==> config.mk <==
export PLATFORM = sky130hd
export DESIGN_NAME = dds_word_bank
export DESIGN_NICKNAME = d
export VERILOG_FILES = /design/src/rtl/dds_word_bank.sv
export SDC_FILE = /design/constraint.sdc
export NUM_CORES = 1
export LEC_CHECK = 0
export CORE_ASPECT_RATIO = 1.2
export CORE_MARGIN = 2
export CORE_UTILIZATION = 38
export CTS_CLUSTER_DIAMETER = 200
export DETAILED_ROUTE_END_ITERATION = 10
export GPL_ROUTABILITY_DRIVEN = 0
export SLEW_MARGIN = 20
export SYNTH_ARGS = -nofsm -noshare
export SYNTH_HDL_FRONTEND = slang
export SYNTH_SLANG_ARGS = --single-unit
==> constraint.sdc <==
create_clock -name clk -period 7 [get_ports clk]
set_clock_uncertainty 0.2 [all_clocks]
set_input_delay 2.1 -clock clk [delete_from_list [all_inputs] [get_ports clk]]
set_output_delay 2.1 -clock clk [all_outputs]
set_load 0.01 [all_outputs]
==> src/rtl/dds_word_bank.sv <==
// -----------------------------------------------------------------------------
// dds_word_bank
// Frequency/phase tuning-word register bank for a multi-channel DDS.
// Decodes one-cycle keypad command strobes into per-channel frequency and phase
// word updates. Every effective word change produces a stretched, retriggerable
// DDS reset pulse on that channel. The pulse starts one cycle after the new word
// appears, so the DDS core samples a settled word.
//
// Build option:
//   DDS_WORD_DEC_EN  When defined, ops 3..5 (-1/-10/-100) subtract. When it is
//                    undefined, those ops are rejected with key_err and no
//                    subtract datapath is built.
//
// Ports:
//   clk        system clock; all state changes on the rising edge
//   reset      synchronous, active-high reset
//   key_pulse  one-cycle command strobe
//   key_ch     target channel (CHW bits)
//   key_sel    0 = frequency word, 1 = phase word
//   key_op     0:+1 1:+10 2:+100 3:-1 4:-10 5:-100 6:load min 7:load max
//   fword      frequency words; channel k at [k*FW +: FW]
//   pword      phase words;     channel k at [k*PW +: PW]
//   ch_rst     per-channel DDS reset
//   dds_rst    OR of ch_rst
//   key_err    one-cycle pulse when a command is rejected
//
// Handshake: key_pulse is a plain strobe with no ready/back-pressure. A command
// is accepted on the edge where key_pulse=1 and key_ch<CH. The bank is always
// ready, including while a reset pulse is active.
// -----------------------------------------------------------------------------
module dds_word_bank #(
  parameter int CH      = 2,
  parameter int FW      = 16,
  parameter int PW      = 12,
  parameter int RST_LEN = 4,
  parameter int SAT     = 1,
  localparam int CHW    = (CH > 1) ? $clog2(CH) : 1
) (
  input  logic             clk,
  input  logic             reset,
  input  logic             key_pulse,
  input  logic [CHW-1:0]   key_ch,
  input  logic             key_sel,
  input  logic [2:0]       key_op,
  output logic [CH*FW-1:0] fword,
  output logic [CH*PW-1:0] pword,
  output logic [CH-1:0]    ch_rst,
  output logic             dds_rst,
  output logic             key_err
);

  localparam logic [FW-1:0] F_ONE = FW'(1);
  localparam logic [FW-1:0] F_MAX = '1;
  localparam logic [PW-1:0] P_MAX = '1;
  localparam logic [7:0]    LEN   = 8'(RST_LEN);

  logic [FW-1:0] r_fword [CH];
  logic [PW-1:0] r_pword [CH];
  logic [7:0]    r_cnt   [CH];
  // Effective change seen on the previous edge; it loads the counter one cycle
  // later, so ch_rst rises after the word has settled.
  logic [CH-1:0] r_pend;
  logic          r_err;

  logic [CH-1:0] w_hit;
  logic [FW-1:0] w_old_f;
  logic [PW-1:0] w_old_p;
  logic          w_ch_ok;
  logic          w_op_ok;
  logic          w_acc;
  logic [6:0]    w_step;
  logic [FW:0]   w_f_add;
  logic [PW:0]   w_p_add;
  logic [FW-1:0] w_f_res;
  logic [FW-1:0] w_new_f;
  logic [PW-1:0] w_new_p;
  logic          w_f_chg;
  logic          w_p_chg;
`ifdef DDS_WORD_DEC_EN
  logic [FW:0]   w_f_sub;
  logic [PW:0]   w_p_sub;
`endif

  always_comb begin
    w_hit   = '0;
    w_old_f = '0;
    w_old_p = '0;
    // Explicit mux rather than an array index so that an out-of-range key_ch
    // (CH not a power of two) never reads past the array.
    for (int k = 0; k < CH; k++) begin
      if (int'(key_ch) == k) begin
        w_hit[k] = 1'b1;
        w_old_f  = r_fword[k];
        w_old_p  = r_pword[k];
      end
    end
    w_ch_ok = (int'(key_ch) < CH);

    case (key_op)
      3'd0, 3'd3: w_step = 7'd1;
      3'd1, 3'd4: w_step = 7'd10;
      default:    w_step = 7'd100;
    endcase

`ifdef DDS_WORD_DEC_EN
    w_op_ok = 1'b1;
`else
    w_op_ok = !((key_op >= 3'd3) && (key_op <= 3'd5));
`endif
    w_acc = key_pulse && w_ch_ok && w_op_ok;

    w_f_add = {1'b0, w_old_f} + {{(FW-6){1'b0}}, w_step};
    w_p_add = {1'b0, w_old_p} + {{(PW-6){1'b0}}, w_step};
`ifdef DDS_WORD_DEC_EN
    w_f_sub = {1'b0, w_old_f} - {{(FW-6){1'b0}}, w_step};
    w_p_sub = {1'b0, w_old_p} - {{(PW-6){1'b0}}, w_step};
`endif

    case (key_op)
      3'd6: begin
        w_f_res = F_ONE;
        w_new_p = '0;
      end
      3'd7: begin
        w_f_res = F_MAX;
        w_new_p = P_MAX;
      end
`ifdef DDS_WORD_DEC_EN
      3'd3, 3'd4, 3'd5: begin
        // Borrow out of the extra bit means the result went below zero.
        if ((SAT != 0) && w_f_sub[FW]) w_f_res = F_ONE;
        else                           w_f_res = w_f_sub[FW-1:0];
        w_new_p = w_p_sub[PW-1:0];
      end
`endif
      default: begin
        if ((SAT != 0) && w_f_add[FW]) w_f_res = F_MAX;
        else                           w_f_res = w_f_add[FW-1:0];
        w_new_p = w_p_add[PW-1:0];
      end
    endcase

    // A frequency word of 0 would stall the DDS, so 0 always becomes 1.
    w_new_f = (w_f_res == '0) ? F_ONE : w_f_res;
    w_f_chg = (w_new_f != w_old_f);
    w_p_chg = (w_new_p != w_old_p);
  end

  always_ff @(posedge clk) begin
    if (reset) begin
      for (int k = 0; k < CH; k++) begin
        r_fword[k] <= F_ONE;
        r_pword[k] <= '0;
        r_cnt[k]   <= '0;
      end
      r_pend <= '0;
      r_err  <= 1'b0;
    end else begin
      r_err <= key_pulse && !w_acc;
      for (int k = 0; k < CH; k++) begin
        r_pend[k] <= 1'b0;
        if (w_acc && w_hit[k]) begin
          if (!key_sel) begin
            r_fword[k] <= w_new_f;
            r_pend[k]  <= w_f_chg;
          end else begin
            r_pword[k] <= w_new_p;
            r_pend[k]  <= w_p_chg;
          end
        end
        // Reload on every pending change gives the retrigger behaviour.
        if (r_pend[k])           r_cnt[k] <= LEN;
        else if (r_cnt[k] != '0) r_cnt[k] <= r_cnt[k] - 8'd1;
      end
    end
  end

  for (genvar k = 0; k < CH; k++) begin : g_out
    assign fword[k*FW +: FW] = r_fword[k];
    assign pword[k*PW +: PW] = r_pword[k];
    assign ch_rst[k]         = (r_cnt[k] != '0);
  end

  assign dds_rst = |ch_rst;
  assign key_err = r_err;

endmodule

==> run metrics, run 1 <==
Die W=109 um; TNS Setup=0 ns; yosys warns=0; Ant. Diodes=0; Final Cycle Share=0.878; htree depth=3; Worst-Skew Late Latency=0.34 ns; slowest stage cell, crit path=or4_4; FF/Latch Area=0.00222 mm2; Reg clk slew, reported paths=0.06 ns; Slew HR=0.407; Antenna Nets Post-Route=0; largest net degree at the start of global routing=23; Ports=68; post-synthesis sequential area ratio=0.442; multi-input logic area=0.00265 mm2; number of synthesized flops with an enable pin=72; Via density=5.70; Setup Viol. Count Final=0; Core Util, Final=0.475; Yosys cell types=65; IO Port Bufs=67; CP required=7.07 ns; Max Fclk=163 MHz; CTS Hold Bufs=0; most common cell after layout, fill and taps aside=edfxtp_1; Core Area=0.0131 mm2; drt total wl=13.4 mm; clk buf depth=2; Max stage delay on crit path=0.53 ns; P_leak=2.34 nW; CP Cell Sequence=clkdlybuf4s50_1 > xnor2_1 > nor2_1 > ha_1 > a21oi_1 > a211oi_4 > nor2_2 > xor2_1 > o311a_1 > or4_4 > or4_4 > a31oi_1; Crit path max-delay family=simple AND/OR/NAND/NOR gates; Total Routing Usage GR=0.196; initial antenna violation count=0; count of buffer and inverter cells on the critical path=1; Power Density=255 mW/mm2; Mapped Nets=525; Cell Count, Final, Fillers Out=738; CTS tree=yes; count of pins over their slew limit=0; status=completed; MaxCap Viol Count=0; CTS root buffer=clkbuf_16; Final Hold Vio Count=0; Worst EP arrival=6.22 ns; NumNets Final=590; DR WL/cell=18.2 um; Area Growth Syn to Fin=23.4%; Starting Density=0.385; number of synthesized register bits=75; mapped cell area=0.00503 mm2; global-route wire length before repair=21.2 mm; CTS Sinks=75; Mean Syn Cell Area=10.1 um2; Rows=46; commonest cells after routing, fill and taps aside=edfxtp_1 (72), clkdlybuf4s50_1 (66), nor2_1 (51), nand2_1 (34), a21oi_1 (34); vias in the first global route=4165; type of the worst setup path=in -> reg; die area=0.0142 mm2; CTS resizes=0; DR DRC count=0; placed wire-length estimate=10.0 mm; via count=4209; Critical Path Start Type=input port; DP Cell Count=722; Crit path top cell by count=or4_4; share of cells above drive strength 1=0.0877; Filler cells=1205; Peak VDD IR=115 uV; CP Capture Type=register; Num CTS Buffers=9; total grt overflow=0; Tmin final=6.15 ns; FFs w/ async S/R, synth=0; worst hold path class=reg -> reg; synthesized instance count=500; commonest register cell after synthesis=edfxtp_1; Least-Margin Pin Slew=0.890 ns; R2R setup slack=3.03 ns; post-CTS setup repair buffer count=0; Tot Pwr=0.00159 W; unrepaired setup endpoints after global routing=no; first-pass iteration count of the detailed router=5; Starting DRT DRC Count=168; Chip Height=130 um; worst-path fanout max=8
stage by stage:
stage / worst slack (ns) / area [um2] / hold slack (ns)
after floorplan: 0.336 / 5030 / 0.338
after global placement: 0.667 / 5880 / 0.387
after detailed placement: 0.553 / 5880 / 0.394
after CTS: 0.899 / 6210 / 0.404
after global routing: 0.489 / 6210 / 0.425
final: 0.851 / 6210 / 0.400
cells by family (layout without fill, tap and decap cells):
| kind of cell | after synthesis | in the layout | synth area share |
|---|---|---|---|
| and+or+nand+nor | 176 | 176 | 0.178 |
| buffers and inverters | 39 | 109 | 0.0316 |
| muxes | 34 | 34 | 0.0731 |
| DFF | 75 | 75 | 0.442 |
| adders and majority gates | 17 | 17 | 0.0453 |
| xor gates and xnor gates | 34 | 34 | 0.0592 |
| AOI/OAI and AO/OA | 125 | 125 | 0.172 |
worst reg2reg max path, delay by kind of cell, from the launching register on:
| family | cells | cell delay [ns] |
|---|---|---|
| AOI/OAI and AO/OA | 3 | 0.66 |
| buffers and inverters | 1 | 0.13 |
| xor gates and xnor gates | 1 | 0.09 |
| muxes | 1 | 0.26 |
| and+or+nand+nor | 4 | 1.51 |
| adders and majority gates | 2 | 0.64 |
| DFF | 1 | 0.41 |
report_power, final:
part / leakage, nW / total, W / internal, W / switching [W]
Combinational: 1.39 / 0.000456 / 0.000197 / 0.000259
Clock: 0.161 / 0.000520 / 0.000326 / 0.000194
Sequential: 0.786 / 0.000610 / 0.000567 / 0.0000431
worst paths after layout:
path                                      from  depth (start not counted)           to
worst min register to register     r_cnt[1][0]                          1  r_cnt[1][0]
worst max register to register  r_fword[0][16]                         12    r_pend[1]
worst max-delay path                 key_op[2]                         12    r_pend[1]
worst min-delay path               r_cnt[1][0]                          1  r_cnt[1][0]
state kept, by name, indices dropped and copies added (netlist names):
register and count:
r_pend 2, r_pword 24, key_err 1, r_fword 32
r_cnt 16
metal layers:
layer | wire [um] | share of wire | GRT usage
met4 | 463 | 0.035 | 0.102
met2 | 6560 | 0.49 | 0.330
met5 | 0 | 0 | 0
met1 | 5650 | 0.42 | 0.233
met3 | 732 | 0.055 | 0.0430
final cells by class:
class,count,area share
flip-flops and latches,75,0.358
repair buffers,75,0.117
multi-input cells,386,0.427
inverters,18,0.0109
well taps,168,0.0338
clock inverters,6,0.0155
clock buffers,10,0.0385
cell usage after synthesis, types with 5 or more instances:
cell	n	area share
nor2_1	51	0.038
o21ai_0	21	0.021
nand2_1	34	0.025
nand4_1	6	0.0075
nor3_1	15	0.015
mux2i_1	21	0.042
inv_1	18	0.013
or3_1	8	0.0099
o211ai_1	7	0.010
a211oi_1	13	0.019
nand3b_1	9	0.013
edfxtp_1	72	0.43
a21o_1	6	0.0090
nand2b_1	5	0.0062
xor2_1	22	0.038
xnor2_1	12	0.021
ha_1	15	0.037
a31oi_1	5	0.0062
a21oi_1	34	0.034
nand3_1	20	0.020
mux2_2	12	0.027
clkbuf_1	13	0.0097
No activity file was read; power rests on OpenSTA's default activity.
==> inputs of run 2 (changes only) <==
--- a/config.mk
+++ b/config.mk
@@ -11,6 +11,7 @@
 export CTS_CLUSTER_DIAMETER = 200
 export DETAILED_ROUTE_END_ITERATION = 10
 export GPL_ROUTABILITY_DRIVEN = 0
+export GPL_TIMING_DRIVEN = 0
 export SLEW_MARGIN = 20
 export SYNTH_ARGS = -nofsm -noshare
 export SYNTH_HDL_FRONTEND = slang
==> run metrics, run 2 (synthesis results as in run 1) <==
Chip Height=130 um (unchanged); Num CTS Buffers=9 (unchanged); total grt overflow=0 (unchanged); IO Port Bufs=63 (-6.0%); M1 GR Usage=0.250 (+0.0175); status=completed; CTS Sinks=75 (unchanged); htree depth=3 (unchanged); Regs by FF count=r_fword: 32 flops, r_pword: 24 flops, r_cnt: 16 flops; global-route wire length before repair=22.0 mm (+4.0%); Core Area=0.0131 mm2 (unchanged); CP required=7.06 ns (about the same); Worst EP arrival=6.75 ns (+0.53 ns); met3 track demand over resource=0.0410 (-0.00200); CP Capture Type=register; drt total wl=14.1 mm (+5.3%); vias in the first global route=4351 (+4.5%); Starting DRT DRC Count=261 (+55%); type of the worst setup path=in -> reg; clk buf depth=2 (unchanged); Final Cycle Share=0.956 (+0.0773); Reg clk slew, reported paths=0.06 ns (about the same); Slew HR=0.426 (+0.0190); most common cell after layout, fill and taps aside=edfxtp_1; via count=4340 (+3.1%); share of cells above drive strength 1=0.0846 (-0.00309); max reg flops=32 (unchanged); placed wire-length estimate=10.5 mm (+4.7%); Antenna Nets Post-Route=0 (unchanged); M2 GR Usage=0.343 (+0.0128); CTS Hold Bufs=0 (unchanged); CTS root buffer=clkbuf_16; Worst-Skew Late Latency=0.34 ns (about the same); Top Usage Layer GRT=met2; Largest Register=r_fword; Ports=68 (unchanged); Setup Viol. Count Final=0 (unchanged); CTS tree=yes; Power Density=251 mW/mm2 (-1.6%); initial antenna violation count=0 (unchanged); die area=0.0142 mm2 (unchanged); worst-path fanout max=19 (+11); Via density=5.81 (+1.9%); worst hold path class=reg -> reg; final setup margin=0.309 ns (-0.541 ns); TNS Setup=0 ns (unchanged); Cell Count, Final, Fillers Out=747 (+1.2%); Starting Density=0.385 (unchanged); largest net degree at the start of global routing=20 (-13%); Critical Path Start Type=input port; DP Cell Count=731 (+1.2%); Rows=46 (unchanged); MaxCap Viol Count=0 (unchanged); Least-Margin Pin Slew=0.850 ns (-0.0393 ns); Ant. Diodes=0 (unchanged); Hold WS=0.395 ns (-0.00418 ns); DR DRC count=0 (unchanged); commonest cells after routing, fill and taps aside=edfxtp_1 (72), clkdlybuf4s50_1 (63), nor2_1 (50), nand2_1 (34), a21oi_1 (32); Max Fclk=149 MHz (-8.1%); Total Routing Usage GR=0.204 (+0.00802); Die W=109 um (unchanged); Post-Place Worst Slack=-0.943 ns (-1.50 ns); unrepaired setup endpoints after global routing=no; Final Hold Vio Count=0 (unchanged); NumNets Final=599 (+1.5%); P_leak=2.33 nW (-0.47%); Placed Area=0.00587 mm2 (about the same); Tmin final=6.69 ns (+0.541 ns); Area Growth Syn to Fin=23.2%; Filler cells=1206 (+0.083%); DR WL/cell=18.9 um (+4.0%); Peak VDD IR=107 uV (-6.8%); count of pins over their slew limit=0 (unchanged); first-pass iteration count of the detailed router=5 (unchanged); Design Area, Final=0.00620 mm2 (-0.16%)
-- run 2: changes by cell type in the layout (fill, tap and decap cells not counted), moves of 2 or more --
cell / previous run / this run
clkbuf_1: 0 / 14
buf_2: 1 / 3
a21oi_2: 0 / 2
buf_4: 8 / 1
a21oi_1: 34 / 32
clkdlybuf4s50_1: 66 / 63
clkbuf_2: 0 / 2
-- run 2: final cells by class --
class | instances | area (um2) | area share
well taps | 168 | 210 | 0.0339
clock buffers | 11 | 233 | 0.0375
repair buffers | 64 | 638 | 0.103
multi-input cells | 386 | 2660 | 0.429
inverters | 18 | 67.6 | 0.0109
flip-flops and latches | 75 | 2220 | 0.358
clock inverters | 5 | 77.6 | 0.0125
plain buffers | 20 | 92.6 | 0.0149
-- run 2: worst paths after layout --
| kind | depth (start not counted) | endpoint | start | slack [ns] |
|---|---|---|---|---|
| setup / recovery | 16 | r_pend[0] | key_ch | 0.31 |
| hold / removal | 1 | r_cnt[1][0] | r_cnt[1][0] | 0.40 |
| setup reg to reg | 11 | r_pend[0] | r_fword[0][6] | 2.91 |
| hold reg to reg | 1 | r_cnt[1][0] | r_cnt[1][0] | 0.40 |
-- run 2: through the flow --
step | util | total power (W)
4_1_cts | 0.474 | 0.00156
3_3_place_gp | 0.450 | 0.00106
2_1_floorplan | - | 0.000931
5_1_grt | 0.475 | 0.00164
3_5_place_dp | 0.450 | 0.00107
6_report | 0.475 | 0.00156
-- run 2: worst max-delay path, cell delays in order --
cell and delay (ns):
buf_6 0.12, buf_2 0.27, clkbuf_4 0.42, buf_2 0.36
mux2i_1 0.33, inv_1 0.13, ha_1 0.24, fa_1 0.42
nand3_1 0.26, a211oi_4 0.17, o211a_1 0.32, nor3_1 0.33
a31o_2 0.22, o311ai_0 0.28, or4_4 0.58, a31oi_1 0.19
-- run 2: what timing repair did --
item,in CTS,in global routing
endpoints found under the setup margin,6,4
setup buffers,1,0
cloned,0,0
pin swaps,1,0
resized for setup,1,6
-- run 2: layer usage --
layer / share of wire / vias up
li1: - / 2048
met1: 0.43 / 2076
met2: 0.48 / 180
met3: 0.058 / 36
met4: 0.032 / 0
met5: 0 / -
-- run 2: power by group --
part	total [W]	switching (W)	internal, W	leakage, nW
clock network	0.000488	0.000177	0.000311	0.151
logic	0.000459	0.000263	0.000197	1.39
registers	0.000610	0.0000430	0.000567	0.786
total	0.00156	0.000483	0.00107	2.33
==> inputs of run 3 (changes only) <==
--- a/config.mk
+++ b/config.mk
@@ -12,7 +12,7 @@
 export DETAILED_ROUTE_END_ITERATION = 10
 export GPL_ROUTABILITY_DRIVEN = 0
 export GPL_TIMING_DRIVEN = 0
-export SLEW_MARGIN = 20
+export SLEW_MARGIN = 5
 export SYNTH_ARGS = -nofsm -noshare
 export SYNTH_HDL_FRONTEND = slang
 export SYNTH_SLANG_ARGS = --single-unit
==> results of run 3 <==
No change in the layout: final DEF, timing and power equal those of run 2.
